### config.mk
export PLATFORM = sky130hd
export DESIGN_NAME = fifo_serial_tx_flat
export DESIGN_NICKNAME = d
export VERILOG_FILES = /design/src/rtl/fifo_tx_pkg.sv /design/src/rtl/fifo_serial_tx_if.sv /design/src/rtl/bit_timer.sv /design/src/rtl/fifo_serial_tx.sv /design/src/flat_wrapper.sv
export SDC_FILE = /design/constraint.sdc
export NUM_CORES = 1
export LEC_CHECK = 0
export BUFFER_PORTS_ARGS = -buffer_cell sky130_fd_sc_hd__buf_2
export CAP_MARGIN = 20
export CORE_MARGIN = 2
export CORE_UTILIZATION = 40
export CTS_BUF_LIST = sky130_fd_sc_hd__clkbuf_8
export CTS_CLUSTER_DIAMETER = 40
export DETAILED_ROUTE_END_ITERATION = 12
export SKIP_LAST_GASP = 1
export SYNTH_ARGS = -nofsm -noshare
export SYNTH_HDL_FRONTEND = slang
export SYNTH_SLANG_ARGS = --single-unit
### constraint.sdc
create_clock -name clk -period 2 [get_ports clk]
set_clock_uncertainty 0.05 [all_clocks]
set_input_delay 0.2 -clock clk [delete_from_list [all_inputs] [get_ports clk]]
set_output_delay 0.2 -clock clk [all_outputs]
set_load 0.005 [all_outputs]
### src/rtl/fifo_tx_pkg.sv
// Shared types and default sizing for the FIFO serial transmitter.
package fifo_tx_pkg;

  localparam int unsigned DEPTH_BITS_DEF = 4;
  localparam int unsigned WIDTH_DEF      = 6;
  localparam int unsigned DIV_BITS_DEF   = 8;
  localparam bit          PARITY_EN_DEF  = 1'b1;

  // Bit periods per frame: start + data + optional parity + stop.
  localparam int unsigned FRAME_BITS = 2 + WIDTH_DEF + (PARITY_EN_DEF ? 1 : 0);

  typedef enum logic [2:0] {
    IDLE,
    START,
    DATA,
    PARITY,
    STOP
  } tx_state_e;

endpackage

### src/rtl/fifo_serial_tx_if.sv
// FIFO read-port bundle between the FIFO (slave) and the serial transmitter (master).
interface fifo_serial_tx_if
  import fifo_tx_pkg::*;
#(
  parameter int unsigned DEPTH_BITS = DEPTH_BITS_DEF,
  parameter int unsigned WIDTH      = WIDTH_DEF
);

  logic                  fifo_empty_n;
  logic [WIDTH-1:0]      fifo_data;
  logic [DEPTH_BITS-1:0] fifo_peek;
  logic                  fifo_pop;

  modport master (
    input  fifo_empty_n,
    input  fifo_data,
    output fifo_peek,
    output fifo_pop
  );

  modport slave (
    output fifo_empty_n,
    output fifo_data,
    input  fifo_peek,
    input  fifo_pop
  );

endinterface

### src/rtl/bit_timer.sv
// Bit-period down-counter; strobes bit_end_c on the last clock of every bit period.
module bit_timer
  import fifo_tx_pkg::*;
#(
  parameter int unsigned DIV_BITS = DIV_BITS_DEF
) (
  input  logic                clk,
  input  logic                reset,
  input  logic                load,
  input  logic [DIV_BITS-1:0] divider,
  output logic                bit_end_c
);

  logic [DIV_BITS-1:0] period_q;
  logic [DIV_BITS-1:0] cnt_q;

  // Divider is captured only at load, so mid-frame changes wait for the next frame.
  always_ff @(posedge clk) begin
    if (reset) begin
      period_q <= '0;
      cnt_q    <= '0;
    end else if (load) begin
      period_q <= divider;
      cnt_q    <= divider;
    end else if (cnt_q == '0) begin
      cnt_q <= period_q;
    end else begin
      cnt_q <= cnt_q - DIV_BITS'(1);
    end
  end

  assign bit_end_c = (cnt_q == '0);

endmodule

### src/rtl/fifo_serial_tx.sv
// Pops words from the FIFO head and sends each as start / data LSB-first / even parity / stop.
module fifo_serial_tx
  import fifo_tx_pkg::*;
#(
  parameter int unsigned DEPTH_BITS = DEPTH_BITS_DEF,
  parameter int unsigned WIDTH      = WIDTH_DEF,
  parameter int unsigned DIV_BITS   = DIV_BITS_DEF,
  parameter bit          PARITY_EN  = PARITY_EN_DEF
) (
  input  logic                clk,
  input  logic                reset,
  fifo_serial_tx_if.master    rd,
  input  logic [DIV_BITS-1:0] divider,
  input  logic                enable,
  output logic                tx,
  output logic                busy
);

  localparam int unsigned CNT_W = (WIDTH > 1) ? $clog2(WIDTH) : 1;

  tx_state_e        state_q;
  tx_state_e        state_d;
  logic [WIDTH-1:0] shreg_q;
  logic [WIDTH-1:0] shreg_d;
  logic [CNT_W-1:0] bit_cnt_q;
  logic [CNT_W-1:0] bit_cnt_d;
  logic             par_q;
  logic             tx_d;
  logic             busy_d;
  logic             bit_end_c;
  logic             launch_c;
  logic             pop_c;
  logic             last_data_c;

  // A new frame may start from IDLE or from the final STOP clock; never under reset.
  assign launch_c    = enable && rd.fifo_empty_n;
  assign pop_c       = !reset && launch_c &&
                       ((state_q == IDLE) || ((state_q == STOP) && bit_end_c));
  assign last_data_c = (bit_cnt_q == CNT_W'(WIDTH - 1));

  assign rd.fifo_pop  = pop_c;
  assign rd.fifo_peek = DEPTH_BITS'(0);

  bit_timer #(
    .DIV_BITS (DIV_BITS)
  ) u_bit_timer (
    .clk       (clk),
    .reset     (reset),
    .load      (pop_c),
    .divider   (divider),
    .bit_end_c (bit_end_c)
  );

  always_ff @(posedge clk) begin
    if (reset) begin
      state_q <= IDLE;
    end else begin
      state_q <= state_d;
    end
  end

  always_comb begin
    state_d = state_q;
    case (state_q)
      IDLE:    if (pop_c) state_d = START;
      START:   if (bit_end_c) state_d = DATA;
      DATA:    if (bit_end_c && last_data_c) state_d = PARITY_EN ? PARITY : STOP;
      PARITY:  if (bit_end_c) state_d = STOP;
      STOP:    if (bit_end_c) state_d = pop_c ? START : IDLE;
      default: state_d = IDLE;
    endcase
  end

  // tx/busy are computed from the next state so the registered line changes on the pop edge.
  always_comb begin
    shreg_d   = shreg_q;
    bit_cnt_d = bit_cnt_q;
    tx_d      = 1'b1;
    busy_d    = (state_d != IDLE);
    if (pop_c) begin
      shreg_d   = rd.fifo_data;
      bit_cnt_d = '0;
    end else if ((state_q == DATA) && bit_end_c) begin
      shreg_d   = shreg_q >> 1;
      bit_cnt_d = bit_cnt_q + CNT_W'(1);
    end
    case (state_d)
      START:   tx_d = 1'b0;
      DATA:    tx_d = shreg_d[0];
      PARITY:  tx_d = par_q;
      default: tx_d = 1'b1;
    endcase
  end

  always_ff @(posedge clk) begin
    if (reset) begin
      shreg_q   <= '0;
      bit_cnt_q <= '0;
      par_q     <= 1'b0;
      tx        <= 1'b1;
      busy      <= 1'b0;
    end else begin
      shreg_q   <= shreg_d;
      bit_cnt_q <= bit_cnt_d;
      tx        <= tx_d;
      busy      <= busy_d;
      if (pop_c) begin
        par_q <= ^rd.fifo_data;
      end
    end
  end

endmodule

### src/flat_wrapper.sv
// flat-port wrapper written by rule: the top's interface ports become plain ports
module fifo_serial_tx_flat import fifo_tx_pkg::*;
#(
  parameter int unsigned DEPTH_BITS = DEPTH_BITS_DEF,
  parameter int unsigned WIDTH      = WIDTH_DEF,
  parameter int unsigned DIV_BITS   = DIV_BITS_DEF,
  parameter bit          PARITY_EN  = PARITY_EN_DEF
)
  (clk, reset, divider, enable, tx, busy, rd_fifo_empty_n, rd_fifo_data, rd_fifo_peek, rd_fifo_pop);
  fifo_serial_tx_if #(.DEPTH_BITS(DEPTH_BITS), .WIDTH(WIDTH)) rd_i ();
  input  logic clk;
  input  logic reset;
  input  logic [DIV_BITS-1:0] divider;
  input  logic enable;
  output logic tx;
  output logic busy;
  input wire logic [$bits(rd_i.fifo_empty_n)-1:0] rd_fifo_empty_n;
  input wire logic [$bits(rd_i.fifo_data)-1:0] rd_fifo_data;
  output wire logic [$bits(rd_i.fifo_peek)-1:0] rd_fifo_peek;
  output wire logic [$bits(rd_i.fifo_pop)-1:0] rd_fifo_pop;
  assign rd_i.fifo_empty_n = rd_fifo_empty_n;
  assign rd_i.fifo_data = rd_fifo_data;
  assign rd_fifo_peek = rd_i.fifo_peek;
  assign rd_fifo_pop = rd_i.fifo_pop;
  fifo_serial_tx #(.DEPTH_BITS(DEPTH_BITS), .WIDTH(WIDTH), .DIV_BITS(DIV_BITS), .PARITY_EN(PARITY_EN)) u_core (.clk(clk), .reset(reset), .rd(rd_i), .divider(divider), .enable(enable), .tx(tx), .busy(busy));
endmodule
# [Yosys cells after proc, flatten, opt, wreduce, memory -nomap -nowiden]
# Cells that the tools add are included.
[classes] add_sub_neg=2 n_eq_ne=8 n_mux=12 n_reduce_logical=14
[ops] op="8-bit 2-to-1 mux" count=2
[ops] op="3-bit 2-to-1 mux" count=5
[ops] op="3-bit one-hot mux with 5 select lines" count=1
[ops] op="3-bit by 2-bit equality test with 1-bit output, second input constant" count=4
[ops] op="6-bit 2-to-1 mux" count=2
[ops] op="8-bit logical NOT" count=1
[ops] op="8-bit by 1-bit subtractor with 8-bit output, second input constant" count=1
[ops] op="3-bit by 1-bit equality test with 1-bit output, second input constant" count=2
[ops] op="3-bit equality test, second input constant" count=2
[ops] op="1-bit logical AND" count=6
[ops] op="6-bit XOR reduction" count=1
[ops] op="3-bit by 1-bit adder with 3-bit output, second input constant" count=1
[ops] op="3-bit logical NOT" count=1
[ops] op="1-bit one-hot mux with 3 select lines" count=1
[ops] op="3-bit nonzero test" count=1
[ops] op="2-bit nonzero test" count=1
[ops] op="2-bit OR reduction" count=1
[ops] op="1-bit logical NOT" count=1
[ops] op="1-bit logical OR" count=1
[ops] op="1-bit 2-to-1 mux" count=1
[word_totals] register_bits=31 inputBits=18 output_inout_bits=7 elab_cells=45

# [Logic depth before layout (Yosys ltp)]
# Gate-level depths: netlist (run 1).
[logic_depth] ltp_word=9 mapped_depth=10 depth_no_buf=8

# [Modules after synthesis]
# Synthesis (run 1) repeated with hierarchy kept, for this count alone.
[unflattened] hier_cells=175 area_unflattened_um2=1559.0
[by_module_without_submodules] mod="bit_timer" instances=1 cells_each=87 area_each_um2=794.5 seq_area_each_um2=320.3
[by_module_without_submodules] mod="fifo_serial_tx" instances=1 cells_each=88 area_each_um2=764.5 seq_area_each_um2=300.3

# [Worst setup path before layout (run 1)]
# OpenSTA, ideal clock, no wires.
[synth_timing] path_type="register -> register" from="register u_core.u_bit_timer.cnt_q[0]" to="register u_core.u_bit_timer.cnt_q[0]" setup_ps=132 arrival_time_ps=1771 required_time_ps=1818 setup_slack_ps=46 path_stages_with_launch=10 path_buffers=2 period_less_slack_ps=1954 path_cell_list="dfxtp_1 > inv_1 > ha_1 > or3b_1 > clkbuf_1 > o21ai_4 > nand2_4 > buf_2 > o211ai_1 > a21oi_1"
[synth_between] elab_chain_cells=5 elab_cells_between_ends=7 cone_classes="add/sub (1); mux (2); reduce/logical (4)"
[synth_rtl] element="start: declaration" line_no="bit_timer.sv:15" source="logic [DIV_BITS-1:0] cnt_q;"
[synth_rtl] element="start signal: assignment" line_no="bit_timer.sv:24" source="cnt_q <= divider;"
[synth_rtl] element="start signal: assignment" line_no="bit_timer.sv:26" source="cnt_q <= period_q;"
[synth_rtl] element="start signal: assignment" line_no="bit_timer.sv:28" source="cnt_q <= cnt_q - DIV_BITS'(1);"
[synth_rtl] element="branches (longest 4 deep; another with 8-bit by 1-bit subtractor with 8-bit output)"
[synth_rtl] element="8-bit 2-to-1 mux (*)" line_no="bit_timer.sv:22" source="end else if (load) begin"
# Mark *: on every way between the ends.
# A chain may end at the register's enable or synchronous reset.

# [Worst setup path in the final report (run 1)]
[layout_timing] from="register u_core.u_bit_timer.cnt_q[1]" to="output port rd_fifo_pop"
[layout_between] elab_chain_cells=4
[layout_rtl] element="8-bit logical NOT" line_no="bit_timer.sv:32" source="assign bit_end_c = (cnt_q == '0);"
[layout_rtl] element="1-bit logical AND" line_no="fifo_serial_tx.sv:38" source="((state_q == IDLE) || ((state_q == STOP) && bit_end_c));"
[layout_rtl] element="1-bit logical OR" line_no="fifo_serial_tx.sv:38"
[layout_rtl] element="1-bit logical AND" line_no="fifo_serial_tx.sv:37" source="assign pop_c = !reset && launch_c &&"
[layout_rtl] element="end: declaration" line_no="flat_wrapper.sv:20" source="output wire logic [$bits(rd_i.fifo_pop)-1:0] rd_fifo_pop;"
# Every way passes these cells.

==> results.txt, run 1 <==
----------------------------------------------------
[Detailed routing]
  Vias per std cell ... 5.11
  Drt pass-1 iters ... 4
  Number of vias in the routed layout ... 1359
  Overall routed net length ... 3340 um
  DRC violations left ... 0
  Per-cell routed wire length ... approximately 13 um
  Initial detailed-routing violation count ... 80
  Routed Antenna Nets ... 0

[Synthesis]
  #FFs+latches synth ... 31
  Unique cell type count in the Yosys netlist ... 46
  Post-synthesis cell count ... ~180
  Per-instance average area after synthesis ... approximately 8.6 um2
  Number of synthesized flops with an enable pin ... 0
  Total standard cell area after synthesis ... between 0.0015 and 0.002 mm2
  Primary FF master, synth ... sky130_fd_sc_hd__dfxtp_1
  Count of yosys warnings during synthesis ... 0
  Area leader, netlist ... sky130_fd_sc_hd__dfxtp_1
  Ys async rst share ... 0%
  Cell types with the largest area share after synthesis ... sky130_fd_sc_hd__dfxtp_1, sky130_fd_sc_hd__nand2_1, sky130_fd_sc_hd__a21oi_1
  Seq/Total Area, Yosys ... 40.0%
  Area fraction of the dominant cell type after synthesis ... 40.0%

[Clock network]
  Root buffer selected by CTS ... sky130_fd_sc_hd__clkbuf_8
  CTS hold repair buffers ... 0
  Total number of H-tree levels ... 2
  Clk pin slew, worst setup/hold paths ... 0.06 ns
  # clock sinks ... 31
  Worst-Skew Late Latency ... about 0.29 ns
  Longest Clk Path Bufs ... 2
  TritonCTS clock tree ... done
  Number of clock buffers inserted by TritonCTS ... 5

[Global routing]
  Residual overflow from global routing ... 0
  Maximum number of pins on one net before global-route repair ... 32
  Initial antenna violation count ... 0
  Vias in the first global route ... 1318
  Wire length of the first global-routing pass ... 5560 um
  Aggregate global-route resource usage ... 16.8%

[Worst setup path]
  Max Fanout on Critical Path ... 4
  Worst R2R Start ... u_core.u_bit_timer.cnt_q[1]
  Crit-path cells ... inv_2 -> ha_4 -> or3b_4 -> o21ai_4 -> nand2_4 -> inv_8 -> buf_6
  Max incr delay on CP ... between 0.4 and 0.5 ns
  Number of cells on the worst reg-to-reg path ... 9
  Critical path type ... flip-flop to output port
  Worst setup path endpoint ... rd_fifo_pop
  Critical path origin ... u_core.u_bit_timer.cnt_q[1]
  Crit path max-delay cell type ... sky130_fd_sc_hd__or3b_4
  Sort of element at the start of the critical path ... flip-flop
  Data required, critical path ... 1.75 ns
  Critical register-to-register path endpoint ... u_core.u_bit_timer.cnt_q[1]
  Worst Setup End Kind ... output port
  Worst-case register-to-register setup slack ... approximately 0.08 ns
  Data arrival time of the critical path ... 1.72 ns

[Flow run]
  Total of max-cap violations ... 0

[Hold path]
  Worst hold stages ... 3
  Hold crit path type ... input pin to flip-flop

[Floorplanning]
  Overall die width ... 66.3 um
  Die height ... about 66 um
  Count of pins on the block boundary ... 25
  Total core area ... 0.00369 mm2
  Std cell rows ... 22
  Initial core utilization ... 42.1%
  Area of the die ... 0.00440 mm2

[Pwr]
  Ratio of total power to cell area ... between 1000 and 1500 mW/mm2
  Leakage Power ... 0.774 nW
  Worst VDD drop ... roughly 0.66 mV

[Status]
  Status ... finished clean

[Final layout]
  Number of non-filler instances in the completed layout ... 266
  Layout cells sized above 1 ... 29.8%
  Final-stage net count ... 238
  Number of antenna cells inserted ... 0
  Synthesis-to-finish area growth ... 23.9%
  Final cell area excluding filler cells ... 0.00192 mm2

[Place]
  DP HPWL ... 2320 um
  Post-Place Cells ... 252
  Count of port buffers added during placement ... 20
  Placed cell area ... roughly 0.0017 mm2
  Routability-driven placement congestion ratio ... ~0.81

[Timing]
  Total count of hold-check failures in the final report ... 0
  Final TNS setup ... 0 ns
  Fmax ... 508 MHz
  Worst slew margin relative to its limit ... between 50% and 60%
  Tmin final ... 1.97 ns
  Unrepaired setup endpoints after global routing ... true
  Final setup vio count ... 0
  Slew Limit Fails ... 0
  Slew @ Worst Pin ... approximately 0.67 ns
  Final worst-path cycle share ... 98.4%

----------------------------------------------------
-- cells in the final DEF (no fill, tap or decap), types with 2 or more instances in the layout --
master,n
sky130_fd_sc_hd__mux2i_1,2
sky130_fd_sc_hd__buf_2,19
sky130_fd_sc_hd__o31ai_1,2
sky130_fd_sc_hd__nor2_2,2
sky130_fd_sc_hd__nand3_1,7
sky130_fd_sc_hd__a211oi_1,4
sky130_fd_sc_hd__a31oi_1,3
sky130_fd_sc_hd__o21ai_0,3
sky130_fd_sc_hd__a311oi_1,4
sky130_fd_sc_hd__nor3b_2,2
sky130_fd_sc_hd__nor4_1,2
sky130_fd_sc_hd__nor2_1,12
sky130_fd_sc_hd__nor3_1,5
sky130_fd_sc_hd__nand2_1,29
sky130_fd_sc_hd__dfxtp_1,29
sky130_fd_sc_hd__o211ai_1,3
sky130_fd_sc_hd__inv_1,5
sky130_fd_sc_hd__buf_4,15
sky130_fd_sc_hd__a21oi_1,18
sky130_fd_sc_hd__ha_1,2
sky130_fd_sc_hd__conb_1,4
sky130_fd_sc_hd__buf_6,3
sky130_fd_sc_hd__clkbuf_8,7
sky130_fd_sc_hd__xnor2_1,5
sky130_fd_sc_hd__dfxtp_2,2
sky130_fd_sc_hd__xor2_1,5
-- worst min-delay path by stage --
| stage | startpoint | end | slack [ns] |
|---|---|---|---|
| floorplan | reset | u_core.shreg_q[1] | 0.22 |
| global placement | u_core.u_bit_timer.period_q[0] | u_core.u_bit_timer.period_q[0] | 0.40 |
| detailed placement | u_core.u_bit_timer.period_q[1] | u_core.u_bit_timer.period_q[1] | 0.40 |
| CTS | divider[3] | u_core.u_bit_timer.period_q[3] | 0.12 |
| global route | rd_fifo_data[5] | u_core.shreg_q[5] | 0.13 |
| finish | rd_fifo_data[5] | u_core.shreg_q[5] | 0.13 |
-- stage by stage --
step | power, W | util (%) | worst slack, ns | hold slack (ns)
4_1_cts | 0.00232 | 50.4 | 0.00110 | 0.120
2_1_floorplan | 0.00146 | - | 0.0463 | 0.222
6_report | 0.00238 | 52.2 | 0.0328 | 0.126
5_1_grt | 0.00256 | 52.2 | -0.0298 | 0.125
3_5_place_dp | 0.00175 | 46.9 | 0.0111 | 0.402
3_3_place_gp | 0.00173 | 46.9 | 0.0811 | 0.397
-- report_power, final --
group	total (W)	leakage [nW]	internal (W)	switching [W]
sequential	0.000826	0.254	0.000717	0.000109
clock	0.000533	0.0557	0.000308	0.000225
combinational	0.00102	0.465	0.000524	0.000499
total	0.00238	0.774	0.00155	0.000833
-- cell type report --
| class | instances | area [um2] |
|---|---|---|
| multi-input combinational | 136 | 870 |
| timing repair buffer | 37 | 241 |
| inverter | 6 | 30.0 |
| sequential | 31 | 623 |
| clock buffer | 7 | 96.3 |
| clock inverter | 1 | 3.75 |
| tap | 48 | 60.1 |
| fill | 372 | 1760 |
-- synth_stat cells (all sizes together), types with 4 or more instances --
master,number
a311oi,4
nor3,5
clkbuf,4
buf,7
xnor2,5
a211oi,5
nand2,30
xor2,5
inv,6
dfxtp,31
nor2,14
a21oi,18
nand3,8
o21ai,4
-- routing by layer --
metal  track usage, %  vias up  wire length, um
met5                0        -                0
met4             7.91        0               44
met1             19.1      622             1530
met2             28.1       30             1610
met3             5.62        4              165
li1                 -      703                -
-- flip-flops by register name, summed over array words and instances (netlist names) --
name                         cells
u_core.state_q                   3
u_core.par_q                     1
u_core.tx                        1
u_core.shreg_q                   6
u_core.bit_cnt_q                 3
u_core.u_bit_timer.cnt_q         8
u_core.busy                      1
u_core.u_bit_timer.period_q      8
-- worst max-delay path, delay by kind of cell (launching register included) --
kind                       cells  cell delay [ns]
AOI/OAI and AO/OA              1             0.20
DFF                            1             0.34
and+or+nand+nor                2             0.52
adders and majority gates      1             0.13
buffers and inverters          3             0.26
-- logic make-up (layout without fill, tap and decap cells) --
| logic type | after synthesis | count (layout) | share of synthesized area [%] |
|---|---|---|---|
| flip-flops | 31 | 31 | 40.0 |
| XOR/XNOR | 10 | 10 | 5.64 |
| AND/OR/NAND/NOR | 72 | 72 | 24.2 |
| adder cells (fa/ha/maj) | 3 | 3 | 2.42 |
| AO/OA/AOI/OAI | 44 | 44 | 18.9 |
| other | 1 | 4 | 0.242 |
| multiplexers | 3 | 3 | 2.01 |
| buffers and inverters | 17 | 51 | 6.69 |
-- repair_timing --
item,4_1_cts,5_1_grt
hold endpoints to repair,0,0
pin swaps,1,3
setup endpoints to repair,3,25
resized for setup,3,11
setup buffers,3,4
(Power assumes the default switching activity.)
==> run 2, diff against run 1 <==
CORE_MARGIN = unset   (was 2)
==> run 2 against run 1 <==
  * Cell area up 1.7%
  * Final cell count increased by 0.38%
  * Worst setup slack worse by 0.0077 ns
  * Global-route usage is 1.2 points higher
  * Register-to-register slack about the same
==> results.txt, run 2 (synthesis results as in run 1) <==
----------------------------------------------------
[Global routing]
  Residual overflow from global routing ... 0 (unchanged)
  Vias in the first global route ... 1303 (was 1318)
  Aggregate global-route resource usage ... 18.0% (was 16.8%)
  Initial antenna violation count ... 0 (unchanged)
  Maximum number of pins on one net before global-route repair ... 32 (unchanged)
  Wire length of the first global-routing pass ... 5670 um (was 5560 um)

[Detailed routing]
  Overall routed net length ... 3420 um (was 3340 um)
  Initial detailed-routing violation count ... 77 (was 80)
  Number of vias in the routed layout ... 1385 (was 1359)
  Vias per std cell ... 5.19 (was 5.11)
  Routed Antenna Nets ... 0 (unchanged)
  Drt pass-1 iters ... 4 (unchanged)
  DRC violations left ... 0 (unchanged)
  Per-cell routed wire length ... 12.8 um (was 12.6 um)

[Floorplanning]
  Area of the die ... 0.00414 mm2 (was 0.00440 mm2)
  Overall die width ... 64.3 um (was 66.3 um)
  Total core area ... 0.00369 mm2 (unchanged)
  Initial core utilization ... 42.1% (unchanged)
  Count of pins on the block boundary ... 25 (unchanged)
  Std cell rows ... 22 (unchanged)
  Die height ... 64.3 um (was 66.3 um)

[Clock network]
  Root buffer selected by CTS ... sky130_fd_sc_hd__clkbuf_8 (unchanged)
  # clock sinks ... 31 (unchanged)
  TritonCTS clock tree ... done (unchanged)
  Total number of H-tree levels ... 2 (unchanged)
  Worst-Skew Late Latency ... 0.28 ns (was 0.29 ns)
  Number of clock buffers inserted by TritonCTS ... 5 (unchanged)
  Clk pin slew, worst setup/hold paths ... 0.06 ns (about the same)
  Longest Clk Path Bufs ... 2 (unchanged)

[Worst setup path]
  Max incr delay on CP ... 0.42 ns (was 0.41 ns)
  Crit-path cells ... inv_2 -> ha_4 -> or3b_4 -> o21ai_4 -> nand2_4 -> inv_8 -> buf_6 (unchanged)
  Critical path type ... flip-flop to output port (unchanged)
  Sort of element at the start of the critical path ... flip-flop (unchanged)
  Kind of cell adding the most delay to the critical path ... simple AND/OR/NAND/NOR gates (unchanged)
  Crit path max-delay cell type ... sky130_fd_sc_hd__or3b_4 (unchanged)
  Max Fanout on Critical Path ... 5 (was 4)
  Sum of buffers and inverters on the critical path ... 3 (unchanged)
  Worst Setup End Kind ... output port (unchanged)
  Data arrival time of the critical path ... 1.72 ns (about the same)
  Data required, critical path ... 1.75 ns (about the same)

[Timing]
  Unrepaired setup endpoints after global routing ... true (unchanged)
  Final setup vio count ... 0 (unchanged)
  Worst slew margin relative to its limit ... 57.0% (was 54.9%)
  Slew @ Worst Pin ... 0.639 ns (was 0.670 ns)
  Final worst-path cycle share ... 98.7% (was 98.4%)
  Total count of hold-check failures in the final report ... 0 (unchanged)
  Final TNS setup ... 0 ns (unchanged)
  Slew Limit Fails ... 0 (unchanged)
  Worst Slack Setup Final ... 0.0250 ns (was 0.0328 ns)
  Tmin final ... 1.97 ns (about the same)
  Fmax ... 506 MHz (was 508 MHz)

[Final layout]
  Final cell area excluding filler cells ... 0.00196 mm2 (was 0.00192 mm2)
  Final-stage net count ... 241 (was 238)
  Layout fillers ... 364 (was 372)
  Number of antenna cells inserted ... 0 (unchanged)
  Highest-count cells in the layout ignoring fill and taps ... sky130_fd_sc_hd__nand2_1, sky130_fd_sc_hd__dfxtp_1, sky130_fd_sc_hd__buf_2 (unchanged)
  Synthesis-to-finish area growth ... 26.0% (was 23.9%)
  Largest registers ... u_core.u_bit_timer.cnt_q x8, u_core.u_bit_timer.period_q x8, u_core.shreg_q x6 (unchanged)
  Layout cells sized above 1 ... 32.0% (was 29.8%)
  Number of non-filler instances in the completed layout ... 267 (was 266)

[Pwr]
  Worst VDD drop ... 0.723 mV (was 0.663 mV)
  Ratio of total power to cell area ... 1170 mW/mm2 (was 1240 mW/mm2)
  Leakage Power ... 0.783 nW (was 0.774 nW)
  Power consumption ... 0.00229 W (was 0.00238 W)

[Flow run]
  Total of max-cap violations ... 0 (unchanged)

[Place]
  DP HPWL ... 2320 um (about the same)
  Routability-driven placement congestion ratio ... 0.853 (was 0.805)
  Placed cell area ... 0.00172 mm2 (was 0.00173 mm2)
  Post-Place Cells ... 250 (was 252)
  Count of port buffers added during placement ... 20 (unchanged)
  Post-Place Worst Slack ... 0.00247 ns (was 0.0111 ns)

[Hold path]
  Hold crit path type ... input pin to flip-flop (unchanged)

[Status]
  Status ... finished clean (unchanged)

----------------------------------------------------
-- run 2: worst paths after layout --
check	from	to	slack [ns]	cells after the start
hold reg to reg	u_core.u_bit_timer.period_q[1]	u_core.u_bit_timer.period_q[1]	0.40	2
setup / recovery	u_core.u_bit_timer.cnt_q[0]	rd_fifo_pop	0.03	7
hold / removal	divider[1]	u_core.u_bit_timer.cnt_q[1]	0.12	3
setup reg to reg	u_core.u_bit_timer.cnt_q[0]	u_core.u_bit_timer.cnt_q[5]	0.09	10
-- run 2: tightest hold or removal path, cell delays in order --
cell and delay (ns):
sky130_fd_sc_hd__buf_2 0.10, sky130_fd_sc_hd__nand2_2 0.06, sky130_fd_sc_hd__a21oi_2 0.05
-- run 2: power by group --
group          switching (W)  internal [W]
Clock               0.000210      0.000226
Sequential          0.000109      0.000726
Combinational       0.000506      0.000511
-- run 2: final cells by class --
class / count / area [um2] / area share (%)
Multi-Input combinational cell: 136 / 870 / 44.4
Timing Repair Buffer: 40 / 297 / 15.2
Tap cell: 48 / 60.1 / 3.07
Inverter: 6 / 30.0 / 1.53
Clock inverter: 1 / 3.75 / 0.192
Sequential cell: 31 / 628 / 32.1
Clock buffer: 5 / 68.8 / 3.52
-- run 2: repair_timing --
action,in CTS,in global routing
endpoints found under the setup margin,4,25
buffers inserted,8,4
gates resized for setup,3,18
pin swaps,1,5
hold buffers,0,0
-- run 2: stage by stage --
stage	util [%]	hold WS (ns)
5_1_grt	53.1	0.129
6_report	53.1	0.118
3_3_place_gp	46.5	0.398
2_1_floorplan	-	0.222
4_1_cts	50.9	0.121
3_5_place_dp	46.5	0.398
-- run 2: per-layer routing --
metal	part of all wire (%)	track usage, %	vias up
met4	2.0	9.17	0
li1	-	-	708
met2	47	29.9	30
met5	0	0	-
met3	3.9	4.82	8
met1	47	21.2	639
